--- src/rtl/byte_hex_formatter_pkg.sv ---
// Shared constants, state encoding and nibble mapping
// for the byte-to-ASCII-hex terminal formatter.
package byte_hex_formatter_pkg;

    localparam logic [7:0] CHAR_CR    = 8'h0D;
    localparam logic [7:0] CHAR_LF    = 8'h0A;
    localparam logic [7:0] CHAR_SPACE = 8'h20;
    localparam logic [7:0] CHAR_0     = 8'h30;
    localparam logic [7:0] CHAR_A     = 8'h41;

    typedef enum logic [2:0] {
        IDLE,
        HI,
        LO,
        SEP,
        CR,
        LF,
        WAIT
    } state_t;

    function automatic logic [7:0] nibble_to_ascii(input logic [3:0] nib);
        logic [7:0] wide;
        wide = {4'd0, nib};
        if (nib < 4'd10)
            return CHAR_0 + wide;
        else
            return CHAR_A + (wide - 8'd10);
    endfunction

endpackage

--- src/rtl/byte_hex_formatter.sv ---
// Turns upstream bytes into upper-case hex text with separators
// and CR/LF line breaks, paced by the UART's DV/Active handshake.
module byte_hex_formatter
    import byte_hex_formatter_pkg::*;
#(
    parameter int unsigned BYTES_PER_LINE = 16,
    parameter logic [7:0]  SEP_CHAR       = 8'h20,
    parameter int unsigned GUARD_CYCLES   = 2
) (
    input  logic       clk,
    input  logic       reset,
    input  logic       in_valid,
    input  logic [7:0] in_data,
    input  logic       in_last,
    output logic       in_ready,
    output logic       tx_dv,
    output logic [7:0] tx_byte,
    input  logic       tx_active
);

    localparam int GUARD_W = (GUARD_CYCLES < 1) ? 1 : $clog2(GUARD_CYCLES + 1);

    state_t             state;
    state_t             ret_state;
    state_t             state_nxt;
    logic [3:0]         lo_nib;
    logic               last;
    logic [7:0]         line_cnt;
    logic [GUARD_W-1:0] guard_cnt;
    logic               guard_done;
    logic               capture;
    logic               line_end;
    logic               issue_nxt;
    logic [7:0]         char_nxt;

    assign in_ready   = (state == IDLE) && !reset;
    assign capture    = in_valid && in_ready;
    assign guard_done = (guard_cnt == GUARD_W'(GUARD_CYCLES));
    assign line_end   = last || (({1'b0, line_cnt} + 9'd1) == 9'(BYTES_PER_LINE));

    always_comb begin
        state_nxt = state;
        unique case (state)
            IDLE: if (capture) state_nxt = HI;
            HI, LO, SEP, CR, LF: state_nxt = WAIT;
            WAIT: if (guard_done && !tx_active) state_nxt = ret_state;
            default: state_nxt = IDLE;
        endcase
    end

    // Output registers are loaded from the next state so the pulse
    // lines up with the issue state itself and WAIT sees tx_dv low.
    always_comb begin
        issue_nxt = 1'b0;
        char_nxt  = tx_byte;
        unique case (state_nxt)
            HI: begin
                issue_nxt = 1'b1;
                char_nxt  = nibble_to_ascii(in_data[7:4]);
            end
            LO: begin
                issue_nxt = 1'b1;
                char_nxt  = nibble_to_ascii(lo_nib);
            end
            SEP: begin
                issue_nxt = 1'b1;
                char_nxt  = SEP_CHAR;
            end
            CR: begin
                issue_nxt = 1'b1;
                char_nxt  = CHAR_CR;
            end
            LF: begin
                issue_nxt = 1'b1;
                char_nxt  = CHAR_LF;
            end
            default: ;
        endcase
    end

    always_ff @(posedge clk) begin
        if (reset) begin
            state     <= IDLE;
            ret_state <= IDLE;
            lo_nib    <= '0;
            last      <= 1'b0;
            line_cnt  <= '0;
            guard_cnt <= '0;
            tx_dv     <= 1'b0;
            tx_byte   <= 8'h00;
        end else begin
            state   <= state_nxt;
            tx_dv   <= issue_nxt;
            tx_byte <= char_nxt;
            if (capture) begin
                lo_nib <= in_data[3:0];
                last   <= in_last;
            end
            unique case (state)
                HI: begin
                    ret_state <= LO;
                    guard_cnt <= '0;
                end
                LO: begin
                    ret_state <= line_end ? CR : SEP;
                    guard_cnt <= '0;
                end
                SEP: begin
                    ret_state <= IDLE;
                    line_cnt  <= line_cnt + 8'd1;
                    guard_cnt <= '0;
                end
                CR: begin
                    ret_state <= LF;
                    line_cnt  <= '0;
                    guard_cnt <= '0;
                end
                LF: begin
                    ret_state <= IDLE;
                    guard_cnt <= '0;
                end
                WAIT: if (!guard_done) guard_cnt <= guard_cnt + GUARD_W'(1);
                default: ;
            endcase
        end
    end

endmodule

--- config.mk ---
export PLATFORM = sky130hd
export DESIGN_NAME = byte_hex_formatter
export DESIGN_NICKNAME = d
export VERILOG_FILES = /design/src/rtl/byte_hex_formatter_pkg.sv /design/src/rtl/byte_hex_formatter.sv
export SDC_FILE = /design/constraint.sdc
export NUM_CORES = 1
export LEC_CHECK = 0
export BUFFER_PORTS_ARGS = -buffer_cell sky130_fd_sc_hd__buf_4
export CAP_MARGIN = 20
export CORE_UTILIZATION = 49
export CTS_CLUSTER_DIAMETER = 50
export CTS_CLUSTER_SIZE = 16
export DETAILED_ROUTE_END_ITERATION = 10
export PLACE_DENSITY = 0.8
export SYNTH_ARGS = -nofsm -noshare
export SYNTH_HDL_FRONTEND = slang
export SYNTH_SLANG_ARGS = --single-unit
--- constraint.sdc ---
create_clock -name clk -period 2.9 [get_ports clk]
set_clock_uncertainty 0.05 [all_clocks]
set_input_delay 0.58 -clock clk [delete_from_list [all_inputs] [get_ports clk]]
set_output_delay 0.58 -clock clk [all_outputs]
set_load 0.1 [all_outputs]
==> impl_metrics.ini <==
[logic_synthesis]
synth_top_area_share_pct = 30.6
postSynthCellCount = 235
synth.cell_area_um2 = 1900
ys_async_sr_fraction_pct = 0
ys_warn_count = 0
synthTopCellsByArea = dfxtp_1 31%, ha_1 7.3%, a21oi_1 4.5%
seq_area_frac_synth_pct = 30.6
ys.flop_type = dfxtp_1
synth-edff-count = 0
synth_cell_types = 45
syn-num-nets = 259
avgSynthCellArea_um2 = 8.07
ys_seq_elements = 29
synth_largest_area_cell = dfxtp_1

[power_and_ir_drop]
pwr-share-comb_pct = 43.2
p_int_uw = 862
p_per_area_nw_per_um2 = 707
p_seq_share_pct = 32.8
ir_worst_vdd_mv = 0.302
p_leak_uw = 0.000865
power_switching_uw = 670
p_sw_share_pct = 43.7
clkPwrFrac_pct = 24.0
total_power_uw = 1530

[routing]
vias = 1695
routedWlPerCell_um = 13.0
firstDrtPassIters = 4
routed_via_density = 5.65
drt_iter0_drc = 103
routed_wl_mm = 3.89
drc = 0
ant_nets = 0

[global_route]
grtUsageTotal_pct = 21.3
antenna_found_initial = 0
grt.overflow.total = 0
grt_max_degree = 32
grt_pass1_wl_mm = 6.83
first_global_vias = 1550

[sta]
max_freq_mhz = 435
setup_tns_ns = 0
worst_pin_slew_ns = 0.526
slew_headroom_pct = 64.7
rsz0062_at_grt = no
finalCriticalPeriod_ns = 2.30
post-route-period-util_pct = 79.2
setup_viol = 0
final_hold_viol_count = 0
drv_slew = 0

[clock_network]
post_cts_resize_count = 0
hold_buffers = 0
cts_setup_buffers = 0
insertion_delay_ns = 0.28
cts_tree = built
cts.sinks = 29
cts_max_path_buffers = 2
clk_pin_slew_ns = 0.06
cts_buffers = 5
cts_max_level = 2
cts_root_buffer = clkbuf_8

[die]
die_x_um = 64.2
die_y_um = 64.2
initial_core_util_pct = 51.4
io_pins = 23
rows = 22
fp.coreArea_um2 = 3690
die-area_um2 = 4120

[job]
maxCapViolCount = 0

[worst_hold_path]
hp-start = last
hold_path_class = reg -> reg

[layout]
area_growth_pct = 14.2
n_antenna_cell = 0
nNetsFinal = 275
drive_gt1_share_pct = 15.1

[setup_path]
r2r-start = state[0]
crit_path_end_kind = flip-flop
cp_max_fo = 25
cp_data_required_time_ns = 3.04
arrival_ns = 2.43
crit_start = state[0]
critPathLaunchType = flip-flop
crit_type = reg -> reg

[placement]
gp_congestion = 0.847
numPortBuffers = 21
hpwl_mm = 2.79

[outcome]
status = finished clean
## layout by cell type, fill, tap and decap left out, types with 3 or more instances in the layout
master / count
a311oi_1: 3
inv_1: 7
nand2_1: 21
a31oi_1: 3
nand3b_1: 8
nand2b_1: 9
nor4_1: 4
nand4b_1: 3
mux2i_1: 5
xor2_1: 5
nor2b_1: 8
nor3_1: 5
a21oi_1: 17
dfxtp_1: 29
nor2_1: 22
o21ai_0: 11
nand3_1: 12
xnor2_1: 3
buf_4: 22
a211oi_1: 6
clkbuf_8: 7
ha_1: 11
## cell usage after synthesis (all sizes together), types with 4 or more instances
cell / n
a21oi: 17
nand2b: 9
inv: 7
nand3: 12
nor3: 5
nand3b: 8
xor2: 5
nand2: 21
o21ai: 11
ha: 11
nor4: 5
mux2i: 5
a31oi: 4
a211oi: 6
dfxtp: 29
nor2b: 8
clkbuf: 10
nor2: 22
## final cells by class
class,instances,area [µm²]
fillers,341,1520
clock inverters,1,5.00
flip-flops and latches,29,581
well taps,48,60.1
multi-input cells,186,1230
repair buffers,22,165
inverters,7,26.3
clock buffers,7,96.3
## per-layer routing
| layer | vias up | part of all wire [%] | track usage (%) |
|---|---|---|---|
| met5 | - | 0 | 0 |
| met4 | 0 | 1.7 | 9.17 |
| met3 | 7 | 2.9 | 4.82 |
| met2 | 24 | 45 | 34.0 |
| met1 | 785 | 50 | 27.4 |
| li1 | 879 | - | - |
## stage by stage
stage | instances | util [%] | hold WS [ns] | area (µm²) | setup WS, ns
3_3_place_gp | 292 | 56.0 | 0.424 | 2060 | 0.650
3_5_place_dp | 292 | 56.0 | 0.425 | 2060 | 0.564
6_report | 300 | 58.7 | 0.438 | 2170 | 0.603
2_1_floorplan | 235 | - | 0.400 | 1900 | 0.0795
5_1_grt | 300 | 58.7 | 0.461 | 2170 | 0.461
4_1_cts | 300 | 58.7 | 0.436 | 2170 | 0.603
## power by group through the flow
stage	Combinational, µW	Sequential [µW]	Clock (µW)
2_1_floorplan	296	747	0
3_3_place_gp	654	511	0
3_5_place_dp	664	511	0
4_1_cts	665	503	372
5_1_grt	709	510	388
6_report	662	503	367
## cell families (layout without fill, tap and decap cells)
kind of cell	count (synthesis)	count (layout)	synth area share, %
and+or+nand+nor	104	104	29.8
AOI/OAI and AO/OA	55	55	20.2
DFF	29	29	30.6
buffers and inverters	20	37	4.42
adders and majority gates	11	11	7.26
xor gates and xnor gates	8	8	3.69
muxes	7	7	3.83
other	1	1	0.198
## registers in the layout, summed over array words and instances, names as in the netlist
register and count:
line_cnt 8, guard_cnt 2, last 1, tx_byte 7, state 3, ret_state 3, tx_dv 1, lo_nib 4
## critical path, cell delays in order (launching register included)
cell,delay (ns)
dfxtp_1,0.50
buf_4,0.32
a21oi_1,0.07
o21a_1,0.20
ha_1,0.54
o21bai_1,0.20
a21oi_1,0.08
a211oi_1,0.24
## worst paths after layout
check	to	slack, ns	cells after the start
hold / removal	last	0.44	2
setup reg to reg	tx_byte[2]	0.60	7
setup / recovery	tx_byte[2]	0.60	7
hold reg to reg	last	0.44	2
Power figures use the tool's default switching activity.
